[src/rtl/alu_serial_seq.sv]
// Word-level sequencer for a bit-serial ALU: serialises operands LSB-first, drives the ALU
// control lines, collects the delayed Sum stream and returns the word. Option: ALU_SEQ_ZFLAG_EN adds rsp_zero.
module alu_serial_seq #(
  parameter int W       = 16,
  parameter int ALU_LAT = 6
) (
  input  logic         gclk,
  input  logic         rst_n,
  input  logic         cmd_valid,
  output logic         cmd_ready,
  input  logic [2:0]   cmd_op,
  input  logic [W-1:0] cmd_x,
  input  logic [W-1:0] cmd_y,
  output logic         alu_x,
  output logic         alu_y,
  output logic         alu_carry_in,
  output logic         alu_end,
  output logic         alu_cmpl_x,
  output logic         alu_cmpl_y,
  output logic         alu_op_xor,
  output logic         alu_op_and,
  output logic         alu_op_arith,
  input  logic         alu_sum,
  input  logic         alu_carry_out,
  input  logic         alu_overflow,
  output logic         rsp_valid,
  input  logic         rsp_ready,
  output logic [W-1:0] rsp_result,
  output logic         rsp_carry,
  output logic         rsp_ovf,
  output logic         rsp_err
`ifdef ALU_SEQ_ZFLAG_EN
  ,
  output logic         rsp_zero
`endif
);

  localparam int CW = $clog2(W);

  typedef enum logic [1:0] {IDLE, SEND, DRAIN, RESP} state_t;

  typedef struct packed {
    logic arith;
    logic op_and;
    logic op_xor;
    logic cmpl_x;
    logic cmpl_y;
    logic carry_in;
  } ctrl_t;

  function automatic ctrl_t decode(input logic [2:0] op);
    ctrl_t c;
    c = '0;
    case (op)
      3'd0: c.arith = 1'b1;
      3'd1: begin c.arith = 1'b1; c.cmpl_y = 1'b1; c.carry_in = 1'b1; end
      3'd2: begin c.arith = 1'b1; c.cmpl_x = 1'b1; c.carry_in = 1'b1; end
      3'd3: c.op_and = 1'b1;
      3'd4: c.op_xor = 1'b1;
      3'd5: begin c.op_and = 1'b1; c.cmpl_x = 1'b1; c.cmpl_y = 1'b1; end
      default: c = '0;
    endcase
    return c;
  endfunction

  state_t              state, state_nxt;
  ctrl_t               ctrl_now;
  logic                legal, accept, load_cmd, collect, tag_done, last_bit;
  logic [CW-1:0]       bit_cnt;
  logic [W-1:0]        x_sh, y_sh;
  logic                drive_vld, arith_op;
  logic [ALU_LAT-1:0]  tag_vld, tag_last;

  assign ctrl_now = decode(cmd_op);
  assign legal    = (cmd_op <= 3'd5);
  assign last_bit = (bit_cnt == CW'(W - 1));

  // NOTE: sequential state uses <= so every register samples pre-edge values.
  always_ff @(posedge gclk) begin
    if (!rst_n) state <= IDLE;
    else        state <= state_nxt;
  end

  always_comb begin
    state_nxt = state;
    case (state)
      IDLE:    if (cmd_valid) state_nxt = legal ? SEND : RESP;
      SEND:    if (last_bit) state_nxt = DRAIN;
      DRAIN:   if (tag_done) state_nxt = RESP;
      RESP:    if (rsp_ready) state_nxt = IDLE;
      default: state_nxt = IDLE;
    endcase
  end

  // NOTE: every comb output gets a default first, so no path can infer a latch.
  always_comb begin
    cmd_ready = 1'b0;
    rsp_valid = 1'b0;
    collect   = 1'b0;
    cmd_ready = (state == IDLE);
    rsp_valid = (state == RESP);
    collect   = ((state == SEND) || (state == DRAIN)) && tag_vld[ALU_LAT-1];
  end

  assign accept   = cmd_valid & cmd_ready;
  assign load_cmd = accept & legal;
  assign tag_done = collect & tag_last[ALU_LAT-1];

  // Operand serialiser and ALU control; decode is frozen for the whole word.
  // NOTE: the tag pipeline is reset too, so stale ALU output after reset can never look tagged.
  always_ff @(posedge gclk) begin
    if (!rst_n) begin
      {alu_x, alu_y, alu_carry_in, alu_end}              <= '0;
      {alu_cmpl_x, alu_cmpl_y}                           <= '0;
      {alu_op_xor, alu_op_and, alu_op_arith}             <= '0;
      x_sh      <= '0;
      y_sh      <= '0;
      bit_cnt   <= '0;
      drive_vld <= 1'b0;
      arith_op  <= 1'b0;
      tag_vld   <= '0;
      tag_last  <= '0;
    end else begin
      tag_vld  <= (tag_vld << 1) | ALU_LAT'(drive_vld);
      tag_last <= (tag_last << 1) | ALU_LAT'(drive_vld & alu_end);
      if (load_cmd) begin
        alu_x        <= cmd_x[0];
        alu_y        <= cmd_y[0];
        x_sh         <= cmd_x >> 1;
        y_sh         <= cmd_y >> 1;
        bit_cnt      <= '0;
        drive_vld    <= 1'b1;
        alu_end      <= 1'b0;
        alu_carry_in <= ctrl_now.carry_in;
        alu_cmpl_x   <= ctrl_now.cmpl_x;
        alu_cmpl_y   <= ctrl_now.cmpl_y;
        alu_op_xor   <= ctrl_now.op_xor;
        alu_op_and   <= ctrl_now.op_and;
        alu_op_arith <= ctrl_now.arith;
        arith_op     <= ctrl_now.arith;
      end else if (state == SEND) begin
        if (!last_bit) begin
          alu_x        <= x_sh[0];
          alu_y        <= y_sh[0];
          x_sh         <= x_sh >> 1;
          y_sh         <= y_sh >> 1;
          bit_cnt      <= bit_cnt + 1'b1;
          alu_carry_in <= 1'b0;
          alu_end      <= (bit_cnt == CW'(W - 2));
        end else begin
          {alu_x, alu_y, alu_carry_in, alu_end}  <= '0;
          {alu_cmpl_x, alu_cmpl_y}               <= '0;
          {alu_op_xor, alu_op_and, alu_op_arith} <= '0;
          drive_vld <= 1'b0;
        end
      end
    end
  end

  // Result collector: Sum bits enter at the MSB, so bit 0 ends at the LSB after W shifts.
  always_ff @(posedge gclk) begin
    if (!rst_n) begin
      rsp_result <= '0;
      rsp_carry  <= 1'b0;
      rsp_ovf    <= 1'b0;
      rsp_err    <= 1'b0;
    end else if (accept) begin
      rsp_result <= '0;
      rsp_carry  <= 1'b0;
      rsp_ovf    <= 1'b0;
      rsp_err    <= ~legal;
    end else if (collect) begin
      rsp_result <= {alu_sum, rsp_result[W-1:1]};
      if (tag_last[ALU_LAT-1]) begin
        rsp_carry <= arith_op & alu_carry_out;
        rsp_ovf   <= arith_op & alu_overflow;
      end
    end
  end

`ifdef ALU_SEQ_ZFLAG_EN
  always_ff @(posedge gclk) begin
    if (!rst_n)       rsp_zero <= 1'b0;
    else if (accept)  rsp_zero <= 1'b1;
    else if (collect) rsp_zero <= rsp_zero & ~alu_sum;
  end
`endif

endmodule

[config.mk]
export PLATFORM = sky130hd
export DESIGN_NAME = alu_serial_seq
export DESIGN_NICKNAME = d
export VERILOG_FILES = /design/src/rtl/alu_serial_seq.sv
export SDC_FILE = /design/constraint.sdc
export NUM_CORES = 1
export LEC_CHECK = 0
export CORE_MARGIN = 3
export CORE_UTILIZATION = 53
export CTS_BUF_LIST = sky130_fd_sc_hd__clkbuf_16
export DETAILED_ROUTE_END_ITERATION = 8
export PLACE_DENSITY = 0.94
export SYNTH_ARGS = -nofsm -noshare
export SYNTH_HDL_FRONTEND = slang
export SYNTH_SLANG_ARGS = --single-unit
export TNS_END_PERCENT = 100
[constraint.sdc]
create_clock -name gclk -period 3.23 [get_ports gclk]
set_input_delay 0.646 -clock gclk [delete_from_list [all_inputs] [get_ports gclk]]
set_output_delay 0.646 -clock gclk [all_outputs]
set_load 0.1 [all_outputs]
[Yosys cells after proc, flatten, opt, wreduce, memory -nomap -nowiden]
Cells that the tools add are included.
Word-level totals
  word-level logic and storage cells: 102
  bits of input ports: 42
  register bits: 78
Cells by class
  equality and inequality tests: 15
  $lt $le $gt $ge: 1
  reduce and logical (&&, ||, !) cells: 18
  bitwise gates (word level): 11
  $add $sub $neg: 1
  multiplexer cells: 35
Operators with widths (number)
  2-to-1 mux 15 bit: 6
  2-to-1 mux 1 bit: 23
  bitwise OR 6 x 1 -> 6 bit: 2
  OR reduction 2 bit: 6
  2-to-1 mux 2 bit: 5
  == test 4 bit, second input constant: 2
  inequality test 2 bit, second input constant: 4
  case mux 2 bit (4 select lines): 1
  AND reduction 2 bit: 4
  bitwise AND 1 bit: 6
  == test 3 x 2 -> 1 bit, second input constant: 2
  == test 3 bit, second input constant: 2
  adder 4 x 1 -> 4 bit, second input constant: 1
  == test 2 bit, second input constant: 2
  AND reduction 4 bit: 1
  nonzero test 2 bit: 2
  == test 3 x 1 -> 1 bit, second input constant: 1
  <= comparator 3 bit, second input constant: 1
  zero test 3 bit: 1
  inverter 1 bit: 3
  OR reduction 3 bit: 1
  == test 2 x 1 -> 1 bit, second input constant: 1
  zero test 2 bit: 1
  inequality test 2 x 1 -> 1 bit, second input constant: 1
  other kinds (2): 2

[Longest topological paths before layout]
  word-level depth: 6
  depth in mapped cells: 8

[Least setup slack after synthesis]
Ideal clock, no wire load.
  path kind: register to register
  from: register state[0]
  to: register x_sh[0]
  clock period less this slack: 2.273 ns
  required time: 3.093 ns
  slack: 0.957 ns
  library setup time: 0.137 ns
  stages on the path, launching flop included: 9
  arrival time: 2.136 ns
  path buffers: 2
  cells stage by stage: dfxtp_1 -> inv_1 -> ha_1 -> and2_1 -> clkbuf_1 -> nand2_2 -> buf_2 -> o21ai_0 -> a31oi_1
On the way
  cells in the longest elaborated chain, start to end: 5
  elaborated cells on any way between the ends: 8
RTL lines
  start: declaration: line 66  | state_t state, state_nxt;
  start signal: assignment: line 81  | else state <= state_nxt;
  zero test 2 bit (*): line 100  | cmd_ready = (state == IDLE);
  via cmd_ready: line 10  | output logic cmd_ready,
  bitwise AND 1 bit (*): line 105  | assign accept = cmd_valid & cmd_ready;
  bitwise AND 1 bit (*): line 106  | assign load_cmd = accept & legal;
  inequality test 2 bit (no line) or nonzero test 2 bit (tied branches)
  AND reduction 2 bit (no line)
  end signal: assignment: line 129  | x_sh <= cmd_x >> 1;
  end signal: assignment: line 145  | x_sh <= x_sh >> 1;
  end: declaration: line 70  | logic [W-1:0] x_sh, y_sh;
Mark *: on every way through the listed nets, which the timed path passes. The rest lies on a longest branch.
A chain may end at the register's enable or synchronous reset.

[Worst setup path after layout]
  from: input port cmd_op[1]
  to: register alu_carry_in
On the way
  cells in the longest elaborated chain, start to end: 4
  elaborated cells on any way between the ends: 8
RTL lines
  start: declaration: line 11  | input logic [2:0] cmd_op,
  parallel branches: the longest is 4 deep, another holds <= comparator 3 bit
  end signal: assignment: line 134  | alu_carry_in <= ctrl_now.carry_in;
  end: declaration: line 16  | output logic alu_carry_in,
Several ways; the timed one is not identified.

==> summary.md <==
| Metric | Value |
|---|---|
| Status | finished, final reports clean |
| Cell Count Post-Placement | 490 |
| Sw Share | 0.3362 |
| Rel. slew slack | 0.3680 |
| Period utilisation layout | 0.6800 |
| Final #Nets | 478 |
| Chip height | 82.12 µm |
| Slew @ Worst Pin | 0.9458 ns |
| Unrepaired setup endpoints after global routing | false |
| Setup crit end kind | register |
| Final Setup Violations | 0 |
| Worst setup margin | 1.033 ns |
| CP Launch Type | input pin |
| First-pass GRT wire length | 11920 µm |
| Area grow syn2layout | 31.42% |
| Post-synthesis instance total | 369 |
| # DRC | 0 |
| Clk pin slew, worst setup/hold paths | 0.06 ns |
| IO Count | 72 |
| Synth top area cells | dfxtp_1, nand2_1, a31oi_1 |
| Grt total ovfl | 0 |
| HPWL after detailed placement | 4848 µm |
| Register area share after synthesis | 0.5086 |
| Seq pwr share | 0.382 |
| Clock skew | 0.005165 ns |
| Vias in the first global route | 2699 |
| Yosys reg bits | 78 |
| Starting density of the core | 0.5542 |
| Leak Pwr | 1.541 nW |
| DR vias | 2835 |
| Setup TNS | 0 ns |
| Die area | 6743 µm² |
| Commonest non-fill, non-tap cell in the layout | nand2_1 |
| Post CTS Setup Buffer Count | 0 |
| Place WS | 0.7242 ns |
| CTS root buffer | clkbuf_16 |
| IR Drop Worst-Case VDD | 0.4592 mV |
| Final WL | 7341 µm |
| Core area | 5540 µm² |
| Initial DRC count | 171 |
| Final Max Tran Viols | 0 |
| Syn Nets | 418 |
| Cell Area, Synth | 3070 µm² |
| Fillers | 422 |
| Share of the synthesized area in the top cell type | 0.5086 |
| Synth unique cells | 37 |
| Routed Antenna Nets | 0 |
| Most frequent cells in the layout | nand2_1, dfxtp_1, clkdlybuf4s50_1, buf_4, o21ai_0 |
| Cell-internal power | 2.135 mW |
| TritonRoute pass-1 iters | 5 |
| CP required | 3.46 ns |
| Min Hold Slack | 0.4317 ns |
| CTS Hold Buffers Added | 0 |
| PortBufs | 71 |
| GP Congestion | 0.8081 |
| Clock Tree Buf Depth | 2 |
| Yosys warns | 0 |
| Worst Hold Class | register to register |
| Tot GR Track Use | 0.2307 |
| Maximum clock frequency | 455.3 MHz |
| Final hold viol count | 0 |
| Antenna violations before repair | 0 |
| Max cap viols | 0 |
| Critical Path Fanout Max | 33 |
| Total CTS buffers | 9 |
| Power share of the combinational group | 0.265 |
| Leading area contributor after synthesis | dfxtp_1 |
| CTS tree | yes |
| CTS Sinks | 78 |
| Clock power frac | 0.352 |
| Power per cell area | 796.9 nW/µm² |
| Worst-skew pair later-pin latency | 0.33 ns |
| Syn Area/Cell | 8.321 µm² |
| Sw Pwr | 1.081 mW |
| Wire per inst | 14.51 µm |
| Finished Layout Cells | 506 |
| Diodes inserted | 0 |
| DR vias/cell | 5.603 |
| Site Rows | 27 |
| WP data arrival | 2.43 ns |
| H-tree levels | 3 |
| Post-cts resize count | 0 |
| Die W | 82.12 µm |
| Setup CP Type | input pin to register |
| Largest net degree at the start of global routing | 48 |
| Share of layout cells above drive strength 1 | 0.1198 |
| Final min period | 2.197 ns |
[sequential cells by signal, indices dropped and copies added (netlist names)]
name / count
rsp_result: 16
tag_last: 6
alu_op_xor: 1
alu_carry_in: 1
alu_op_arith: 1
x_sh: 15
drive_vld: 1
rsp_carry: 1
alu_op_and: 1
alu_y: 1
tag_vld: 6
arith_op: 1
rsp_ovf: 1
bit_cnt: 4
rsp_err: 1
alu_end: 1
state: 2
alu_x: 1
y_sh: 15
alu_cmpl_y: 1
alu_cmpl_x: 1
[path summary, 6_finish.rpt]
| check | start | end | cells after the start | slack [ns] |
|---|---|---|---|---|
| worst max-delay path | cmd_op[1] | alu_carry_in$_SDFFE_PN0P_ | 5 | 1.03 |
| worst min-delay path | tag_last[3]$_SDFF_PN0_ | tag_last[4]$_SDFF_PN0_ | 1 | 0.43 |
| worst max register to register | state[1]$_SDFFE_PN0P_ | x_sh[2]$_SDFFE_PN0P_ | 6 | 1.07 |
| worst min register to register | tag_last[3]$_SDFF_PN0_ | tag_last[4]$_SDFF_PN0_ | 1 | 0.43 |
[power by group through the flow]
stage	combinational, mW	sequential, mW	clock [mW]
2_1_floorplan	0.523	1.36	0
3_3_place_gp	0.811	1.23	0
3_5_place_dp	0.842	1.24	0
4_1_cts	0.854	1.23	1.15
5_1_grt	0.935	1.25	1.20
6_report	0.853	1.23	1.13
[logic make-up after synthesis]
| kind of cell | synth area share |
|---|---|
| muxes | 0.01304 |
| adders and majority gates | 0.02852 |
| and+or+nand+nor | 0.2042 |
| AOI/OAI and AO/OA | 0.1879 |
| DFF | 0.5086 |
| buffers and inverters | 0.05216 |
| xor gates and xnor gates | 0.005706 |
[per-layer routing]
metal,up-vias,global-route usage,wire (µm)
met5,-,0,0
met4,0,0.09468,104
met3,13,0.06399,550
met2,121,0.3990,3703
met1,1324,0.2683,2982
li1,1377,-,-
[synthesized netlist by cell type]
master and count:
a22oi_1 2, xor2_1 1, and2_1 14, a222oi_1 1, nand3_2 1, nand4_1 3, nand2b_1 1, buf_6 2
a32oi_1 2, a21boi_0 1, clkbuf_2 1, a21oi_1 26, mux2i_1 4, inv_1 7, a31oi_1 26, o22ai_1 1
o21ai_0 32, and4b_1 2, xnor2_1 1, and3_1 1, nor2_1 14, dfxtp_1 78, a211oi_1 1, a2111o_1 1
or3_1 1, o32ai_1 1, clkinv_1 1, nand2_1 102, o211ai_1 1, ha_1 7, nand3_1 5, clkbuf_1 10
nor3_1 1, nand2_2 1, a221oi_1 2, a221oi_2 1, buf_2 13
[worst max-delay path, stage by stage]
cell and delay [ns]:
clkdlybuf4s50_1 0.62, nand2_1 0.15, nand2_2 0.41, nand2_1 0.30
o32ai_1 0.30
[layout make-up]
class                      count  area (µm²)  area share
clock inverter                 7       113.9     0.02822
sequential                    78        1562      0.3870
inverter                       8       30.03    0.007442
timing repair buffer          75       665.6      0.1650
multi-input combinational    257        1349      0.3343
clock buffer                   9       225.2     0.05581
tap                           72       90.09     0.02233
[per-stage QoR]
| stage | utilization | power, mW | area, µm² |
|---|---|---|---|
| CTS | 0.7283 | 3.227 | 4035 |
| global placement | 0.6671 | 2.045 | 3696 |
| finish | 0.7283 | 3.216 | 4035 |
| detailed placement | 0.6671 | 2.085 | 3696 |
| global route | 0.7283 | 3.378 | 4035 |
| floorplan | - | 1.887 | 3070 |
No activity file was read; power rests on OpenSTA's default activity.
